==> src/rtl/wb_bus_guard.sv <==
// Wishbone classic watchdog: zero-latency pass-through that aborts a stalled slave cycle after TIMEOUT cycles.
// Optional macro WB_GUARD_RDT_POISON_EN returns POISON as read data on a timed-out read.
module wb_bus_guard #(
    parameter int          AW      = 12,
    parameter int          TIMEOUT = 64,
    parameter int          CNTW    = 8,
    parameter logic [31:0] POISON  = 32'hDEADBEEF
) (
    input  logic            i_clk,
    input  logic            i_rst,
    input  logic [AW-3:0]   i_m_adr,
    input  logic [31:0]     i_m_dat,
    input  logic [3:0]      i_m_sel,
    input  logic            i_m_we,
    input  logic            i_m_cyc,
    input  logic            i_m_stb,
    output logic [31:0]     o_m_rdt,
    output logic            o_m_ack,
    output logic            o_m_err,
    output logic [AW-3:0]   o_s_adr,
    output logic [31:0]     o_s_dat,
    output logic [3:0]      o_s_sel,
    output logic            o_s_we,
    output logic            o_s_cyc,
    output logic            o_s_stb,
    input  logic [31:0]     i_s_rdt,
    input  logic            i_s_ack,
    input  logic            i_s_err,
    input  logic            i_irq_clr,
    output logic            o_irq,
    output logic [AW-3:0]   o_fault_adr,
    output logic            o_fault_we,
    output logic [CNTW-1:0] o_fault_cnt,
    output logic [1:0]      o_dbg_state
);

    // Handshake: a master access is cyc&stb held until ack or err; the guard either
    // forwards the slave's ack/err in the same cycle or substitutes a single-cycle err.
    typedef enum logic [1:0] {
        IDLE   = 2'd0,
        ACTIVE = 2'd1,
        ABORT  = 2'd2,
        DRAIN  = 2'd3
    } state_t;

    localparam int            CW       = $clog2(TIMEOUT + 1);
    localparam logic [CW-1:0] CNT_LAST = CW'(TIMEOUT - 1);

    state_t          state_q, state_d;
    logic [CW-1:0]   cnt_q, cnt_d;
    logic            irq_q, irq_d;
    logic [AW-3:0]   fadr_q, fadr_d;
    logic            fwe_q, fwe_d;
    logic [CNTW-1:0] fcnt_q, fcnt_d;
    logic            slv_resp;

    assign slv_resp = i_s_ack | i_s_err;

    assign o_s_adr     = i_m_adr;
    assign o_s_dat     = i_m_dat;
    assign o_s_sel     = i_m_sel;
    assign o_s_we      = i_m_we;
    assign o_irq       = irq_q;
    assign o_fault_adr = fadr_q;
    assign o_fault_we  = fwe_q;
    assign o_fault_cnt = fcnt_q;
    assign o_dbg_state = state_q;

`ifdef WB_GUARD_RDT_POISON_EN
    assign o_m_rdt = (state_q == ABORT && !i_m_we) ? POISON : i_s_rdt;
`else
    logic [31:0] unused_poison;
    assign unused_poison = POISON;
    assign o_m_rdt       = i_s_rdt;
`endif

    always_comb begin
        state_d = state_q;
        cnt_d   = cnt_q;
        irq_d   = irq_q & ~i_irq_clr;
        fadr_d  = fadr_q;
        fwe_d   = fwe_q;
        fcnt_d  = fcnt_q;
        o_s_cyc = 1'b0;
        o_s_stb = 1'b0;
        o_m_ack = 1'b0;
        o_m_err = 1'b0;

        case (state_q)
            IDLE: begin
                o_s_cyc = i_m_cyc;
                o_s_stb = i_m_stb;
                o_m_ack = i_s_ack;
                o_m_err = i_s_err;
                if (i_m_cyc && i_m_stb && !slv_resp) begin
                    state_d = ACTIVE;
                    cnt_d   = CW'(1);
                end
            end
            ACTIVE: begin
                o_s_cyc = i_m_cyc;
                o_s_stb = i_m_stb;
                o_m_ack = i_s_ack;
                o_m_err = i_s_err;
                // A master that drops cyc without a response simply abandons the access.
                if (slv_resp || !i_m_cyc) begin
                    state_d = IDLE;
                end else if (cnt_q == CNT_LAST) begin
                    state_d = ABORT;
                end else begin
                    cnt_d = cnt_q + CW'(1);
                end
            end
            ABORT: begin
                o_m_err = 1'b1;
                fadr_d  = i_m_adr;
                fwe_d   = i_m_we;
                irq_d   = 1'b1;
                if (fcnt_q != {CNTW{1'b1}}) begin
                    fcnt_d = fcnt_q + CNTW'(1);
                end
                state_d = i_m_cyc ? DRAIN : IDLE;
            end
            DRAIN: begin
                if (!i_m_cyc) begin
                    state_d = IDLE;
                end
            end
            default: state_d = IDLE;
        endcase

        // Reset drops the slave cycle and any response in the same cycle.
        if (i_rst) begin
            o_s_cyc = 1'b0;
            o_s_stb = 1'b0;
            o_m_ack = 1'b0;
            o_m_err = 1'b0;
        end
    end

    always_ff @(posedge i_clk) begin
        if (i_rst) begin
            state_q <= IDLE;
            cnt_q   <= '0;
            irq_q   <= 1'b0;
            fadr_q  <= '0;
            fwe_q   <= 1'b0;
            fcnt_q  <= '0;
        end else begin
            state_q <= state_d;
            cnt_q   <= cnt_d;
            irq_q   <= irq_d;
            fadr_q  <= fadr_d;
            fwe_q   <= fwe_d;
            fcnt_q  <= fcnt_d;
        end
    end

endmodule

==> config.mk <==
export PLATFORM = sky130hd
export DESIGN_NAME = wb_bus_guard
export DESIGN_NICKNAME = d
export VERILOG_FILES = /design/src/rtl/wb_bus_guard.sv
export SDC_FILE = /design/constraint.sdc
export NUM_CORES = 1
export LEC_CHECK = 0
export BUFFER_PORTS_ARGS = -buffer_cell sky130_fd_sc_hd__buf_2
export CORE_MARGIN = 8
export CORE_UTILIZATION = 39
export CTS_CLUSTER_DIAMETER = 30
export DETAILED_ROUTE_END_ITERATION = 8
export PLACE_DENSITY = 0.86
export SLEW_MARGIN = 10
export SYNTH_ARGS = -nofsm -noshare
export SYNTH_HDL_FRONTEND = slang
export SYNTH_SLANG_ARGS = --single-unit
==> constraint.sdc <==
create_clock -name i_clk -period 4.3 [get_ports i_clk]
set_clock_uncertainty 0.05 [all_clocks]
set_input_delay 0.43 -clock i_clk [delete_from_list [all_inputs] [get_ports i_clk]]
set_output_delay 0.43 -clock i_clk [all_outputs]
set_load 0.05 [all_outputs]
# Word-level counts from Yosys, hierarchy flattened
# Index checks and enable logic that the tools add are counted.
# Widths: inputs -> output; s select.
# totals
reg_bits,29
output_inout_bits,105
# op_classes
mux,19
reduce_logical,11
add_sub_neg,2
n_bitwise,3
eq_ne,10
# op_table
operator,count
$mux 7,3
$pmux 7 s2,1
$mux 2,5
$add 8x1->8 const B,1
$mux 1,8
$ne 2x2->1 const B,4
$ne 8x8->1 const B,1
$pmux 2 s4,1
$add 7x1->7 const B,1
$eq 7x6->1 const B,1
$eq 2x2->1 const B,2
$reduce_and 4->1,1
$ne 3x3->1 const B,1
$reduce_and 3->1,1
$eq 2x1->1 const B,1
$logic_and 1x1->1,2
$logic_not 1->1,2
$logic_not 2->1,1
$pmux 1 s2,1
$reduce_and 2->1,1
$reduce_bool 2->1,1
$reduce_or 2->1,1
$and 1x1->1,1
$logic_or 1x1->1,1
other kinds (2),2

# Depth between registers and ports, before layout
# Gate-level depths: netlist (run 1).
# depth
depth_word,5
depth_mapped,5
mapped_depth_nobuf,5

# Worst setup path after synthesis (run 1)
# OpenSTA, ideal clock, no wires.
# synth_timing
path_kind,register to output
startpoint,reg state_q[1] (netlist: o_dbg_state[1])
endpoint,out o_m_err
path_buffers,2
slack_ns,1.872
arrival_time_ns,1.948
stages_incl_launch_ff,5
required_time_ns,3.820
path_cell_list,dfxtp_1 > nand2b_1 > clkbuf_1 > clkbuf_1 > a21oi_1
# synth_between
elab_chain_cells,4
elab_cells_between_ends,6
cone_classes,eq/ne (2); mux (2); reduce/logical (2)
# synth_lines
item,line,rtl
start: declaration,49,"state_t state_q, state_d;"
start signal: assignment,150,state_q <= state_d;
$eq 2x1->1 or $logic_not 2->1 (tied branches),89,case (state_q)
$reduce_or 2->1 (no source line),-,
$pmux 1 s2 (*),89,
$mux 1 (*),133,if (i_rst) begin
end: declaration,19,"output logic o_m_err,"
# Every way passes the cells marked *; elsewhere a longest branch is shown, timed or not.

# Worst setup path after layout (run 1)
# Ends and elaborated chain as after synthesis.

==> results of run 1 <==
==> final timing paths <==
check / startpoint / end / slack, ns / depth (start not counted)
worst min-delay path: i_m_adr[3] / o_fault_adr[3] / 0.34 / 3
worst max-delay path: o_dbg_state[1] / o_m_err / 2.13 / 3
worst max register to register: o_dbg_state[1] / o_fault_cnt[4] / 2.22 / 4
worst min register to register: o_fault_adr[3] / o_fault_adr[3] / 0.40 / 2
==> cell usage in the layout (no fill, tap or decap), drive strengths merged, types with 3 or more instances in the layout <==
master,count
nand2,29
a31oi,3
buf,54
nor2,11
o21a,3
nand2b,5
nor3,7
xor2,3
a21oi,19
o21ai,5
and3,3
nand4,3
and2,3
nand3,3
dfxtp,29
clkbuf,8
==> worst register-to-register path, delay by kind of cell (launching register included) <==
family,cells,cell delay (ns)
flops,1,0.43
compound gates,3,0.63
simple gates,1,0.83
==> power by group <==
part / switching [mW] / internal [mW] / leakage (nW) / total (mW)
combinational: 0.0425 / 0.0143 / 0.436 / 0.0568
clock: 0.0917 / 0.114 / 0.0395 / 0.206
sequential: 0.000681 / 0.269 / 0.234 / 0.270
==> flip-flops by register name, summed over array words and instances (netlist names) <==
signal and cells:
o_dbg_state 2, cnt_q 7, o_fault_we 1, o_fault_cnt 8, o_irq 1, o_fault_adr 10
==> logic make-up (layout without fill, tap and decap cells) <==
kind of cell,Yosys count,after routing
flops,29,29
buf+inv,88,64
compound gates,37,37
xor+xnor,4,4
fa+ha+maj,2,2
simple gates,76,76
mux,1,1
==> layer usage <==
| layer | vias up | global-route usage | wire, um |
|---|---|---|---|
| met3 | 31 | 0.0637 | 535 |
| met5 | - | 0 | 0 |
| met1 | 596 | 0.116 | 1540 |
| met2 | 83 | 0.169 | 1910 |
| li1 | 666 | - | - |
| met4 | 0 | 0.0780 | 185 |
==> area by class of cell <==
cell class,count,area (um2),area share
clock buffer,8,80.1,0.0477
inverter,2,7.51,0.00447
multi-input combinational,120,673,0.401
sequential,29,581,0.346
tap,54,67.6,0.0402
timing repair buffer,54,270,0.161
==> metrics by stage <==
stage | total power [mW] | area [um2] | utilization | setup slack (ns) | std cells
2_1_floorplan | 0.492 | 1880 | - | 1.87 | 237
3_3_place_gp | 0.332 | 1600 | 0.341 | 2.28 | 259
3_5_place_dp | 0.333 | 1600 | 0.341 | 2.24 | 259
4_1_cts | 0.542 | 1680 | 0.358 | 2.09 | 267
5_1_grt | 0.555 | 1680 | 0.358 | 1.95 | 267
6_report | 0.533 | 1680 | 0.358 | 2.13 | 267
==> impl_metrics.toml, run 1 <==
[floorplan]
dieArea_um2 = 7300
chipHeight_um = 85.5
rows = 25
die_w_um = 85.5
num_io_pins = 191
core_area_um2 = 4690
start_util = 0.401

[placed_design]
portBuffers = 54
dp_hpwl_mm = 3.17
routabilityCongestion = 0.898

[grt]
grt_pass1_wl_mm = 6.51
grt_max_degree = 33
track_usage = 0.112
first_global_vias = 1279
antenna_found_initial = 0
grt-ovfl-total = 0

[logic_synthesis]
synthTopCellsByCount = "buf_4, dfxtp_1, nand2_1"
synth_warnings = 0
synth.ff_latch_count = 29
synthTopCellsByArea = "buf_4, dfxtp_1, nand2_1, a21oi_1, nor2_1"
synth_ff_type = "dfxtp_1"
synth_compound_area_frac = 0.115
synthXorXnorAreaFrac = 0.0186
synth.avg_cell_area_um2 = 7.94
async_reset_ff_frac = 0
synth_most_common_cell = "buf_4"
synth-edff-count = 0
synth_nets = 325
synth_adder_area_share = 0.0133
syn-instance-count = 237
yosysSeqAreaShare = 0.309
yosys.area_share.simple = 0.205
yosys.area.top_type = "buf_4"
synth_top_family_by_area = "buffers and inverters"
ys_types = 38
syn_area_um2 = 1880
yosys-mux-area-fraction = 0.00532
yosysTopAreaCellShare = 0.315

[clocking]
hold_buffers = 0
cts_buffers = 5
numClockSinks = 29
cts_root_buffer = "clkbuf_8"
htreeDepth = 2
cts_tree = "built"
clk_pin_slew_ns = 0.06
clk_path_buf_depth = 2
post_cts_buffers = 0
ctsResizeCount = 0
worstSkewPairLatency_ns = 0.28

[status]
status = "finished clean"

[critical_path]
endpoint_kind = "output pin"
cp_slowest_cell = "dfxtp_1"
cpLargestDelayFamily = "flip-flops"
crit_chain = "nand2b_1 -> a21oi_1 -> buf_2"
cp.arrival_ns = 1.69
worstPathRequired_ns = 3.82
slowest_delay_ns = 0.43
crit_buf_inv = 1
path_max_fanout = 17
cp-start-kind = "flop"
critPathKind = "flop to output pin"

[drt]
wire_per_inst_um = 15.6
ant_nets = 0
drcViolationCount = 0
vias = 1376
routed_via_density = 5.15
drt_iter0_drc = 155
dr.pass1.iters = 4
drt_wl_total_mm = 4.17

[timing]
grt_setup_unrepaired = "false"
worst_pin_slew_ns = 1.01
whs_ns = 0.345
finalSetupViolCount = 0
slew_violations = 0
fmax_mhz = 460
post-route-period-util = 0.505
hold_viol = 0
period_minus_slack_ns = 2.17
finalSetupTns_ns = 0
slew_headroom = 0.325

[cells_and_area]
syn2layout_area_growth_pct = -10.8
nets = 300
drive_gt1_frac = 0.282
nFillCells = 493
antenna_cells = 0

[flow_run]
maxCapViolCount = 0

[power_and_ir_drop]
p_per_area_nw_per_um2 = 317
vdd_drop_max_uv = 82.0
leakage_nw = 0.709

[min_path]
hold_class = "primary input to flop"
(Power assumes the default switching activity.)
==> run 2: changes to the inputs <==
Settings changed: CORE_UTILIZATION 39 to 36, PLACE_DENSITY 0.86 to 0.8.
Clock period 4.3 ns to 2.05 ns, I/O delays scaled along.
==> impl_metrics.toml, run 2 (synthesized netlist as in run 1, its figures left out) <==
[status]
status = "finished clean"

[clocking]
htreeDepth = 2
cts_root_buffer = "clkbuf_8"
clk_pin_slew_ns = 0.07
numClockSinks = 29
ctsResizeCount = 0
worstSkewPairLatency_ns = 0.29
cts_buffers = 5
post_cts_buffers = 0
clk_path_buf_depth = 2
hold_buffers = 0
cts_tree = "built"

[cells_and_area]
layout_commonest_cell = "buf_2"
nFillCells = 542
nets = 304
final-seq-area_um2 = 581
drive_gt1_frac = 0.313
mostFrequentLayoutCells = "buf_2, nand2_1, dfxtp_1"
post-route-util = 0.344
syn2layout_area_growth_pct = -7.31
antenna_cells = 0
largest_register_ffs = 10
multi_input_area_um2 = 677
layout.cells.non_filler = 287

[critical_path]
path_max_fanout = 8
critPathKind = "flop to flop"
worstPathRequired_ns = 2.19
cp-start-kind = "flop"
endpoint_kind = "flop"
cp.arrival_ns = 1.86

[timing]
whs_ns = 0.113
finalSetupViolCount = 0
finalSetupTns_ns = 0
slew_headroom = 0.577
hold_viol = 0
worst_pin_slew_ns = 0.635
period_minus_slack_ns = 1.73
slew_violations = 0
fmax_mhz = 580
post-route-period-util = 0.842
grt_setup_unrepaired = "false"

[grt]
antenna_found_initial = 0
track_usage = 0.105
grt-ovfl-total = 0
first_global_vias = 1353
grt_pass1_wl_mm = 6.41
grt_max_degree = 18

[drt]
wire_per_inst_um = 14.5
ant_nets = 0
routed_via_density = 4.90
drt_wl_total_mm = 4.16
vias = 1406
drt_iter0_drc = 61
dr.pass1.iters = 4
drcViolationCount = 0

[power_and_ir_drop]
totalPowerFinal_mw = 1.16
p_per_area_nw_per_um2 = 665
leakage_nw = 0.725
vdd_drop_max_uv = 400

[floorplan]
dieArea_um2 = 7800
rows = 26
num_io_pins = 191
start_util = 0.371
chipHeight_um = 88.3
die_w_um = 88.3
core_area_um2 = 5070

[placed_design]
portBuffers = 54
dp_cells = 279
routabilityCongestion = 0.812
dp_hpwl_mm = 3.19

[flow_run]
maxCapViolCount = 0

[min_path]
hold_class = "primary input to flop"
run 2: report_power, final:
| part | internal [mW] | switching (mW) | leakage (nW) | total (mW) |
|---|---|---|---|---|
| Clock | 0.238 | 0.234 | 0.0364 | 0.471 |
| Combinational | 0.0323 | 0.0907 | 0.455 | 0.123 |
| Sequential | 0.564 | 0.00145 | 0.234 | 0.566 |
run 2: area by class of cell:
class,count,area share
clock buffer,5,0.0395
clock inverter,3,0.0129
inverter,2,0.00430
multi-input combinational,120,0.388
sequential,29,0.333
tap,70,0.0502
timing repair buffer,58,0.172
run 2: path summary, 6_finish.rpt:
check	endpoint	cells past startpoint	slack [ns]	start
min	o_fault_adr[6]	3	0.11	i_m_adr[6]
min reg2reg	o_fault_adr[7]	2	0.40	o_fault_adr[7]
max	cnt_q[0]	5	0.32	cnt_q[0]
max reg2reg	cnt_q[0]	5	0.32	cnt_q[0]
run 2: per-stage QoR:
step,setup slack [ns],instance area [um2]
after CTS,0.290,1740
after detailed placement,0.368,1650
after global placement,0.410,1650
after global routing,0.159,1740
final,0.325,1740
after floorplan,0.107,1890
run 2: routing by layer:
metal,part of all wire,vias to the layer above,track usage
met5,0,-,0
met4,0.032,0,0.0691
met3,0.11,25,0.0436
met2,0.46,72,0.168
met1,0.40,634,0.112
li1,-,675,-
run 2: critical path, stage by stage, from the launching register on:
cell      delay, ns
dfxtp_1        0.38
ha_1           0.23
nand4b_1       0.16
o22ai_1        0.53
nor3_1         0.09
o21a_1         0.18
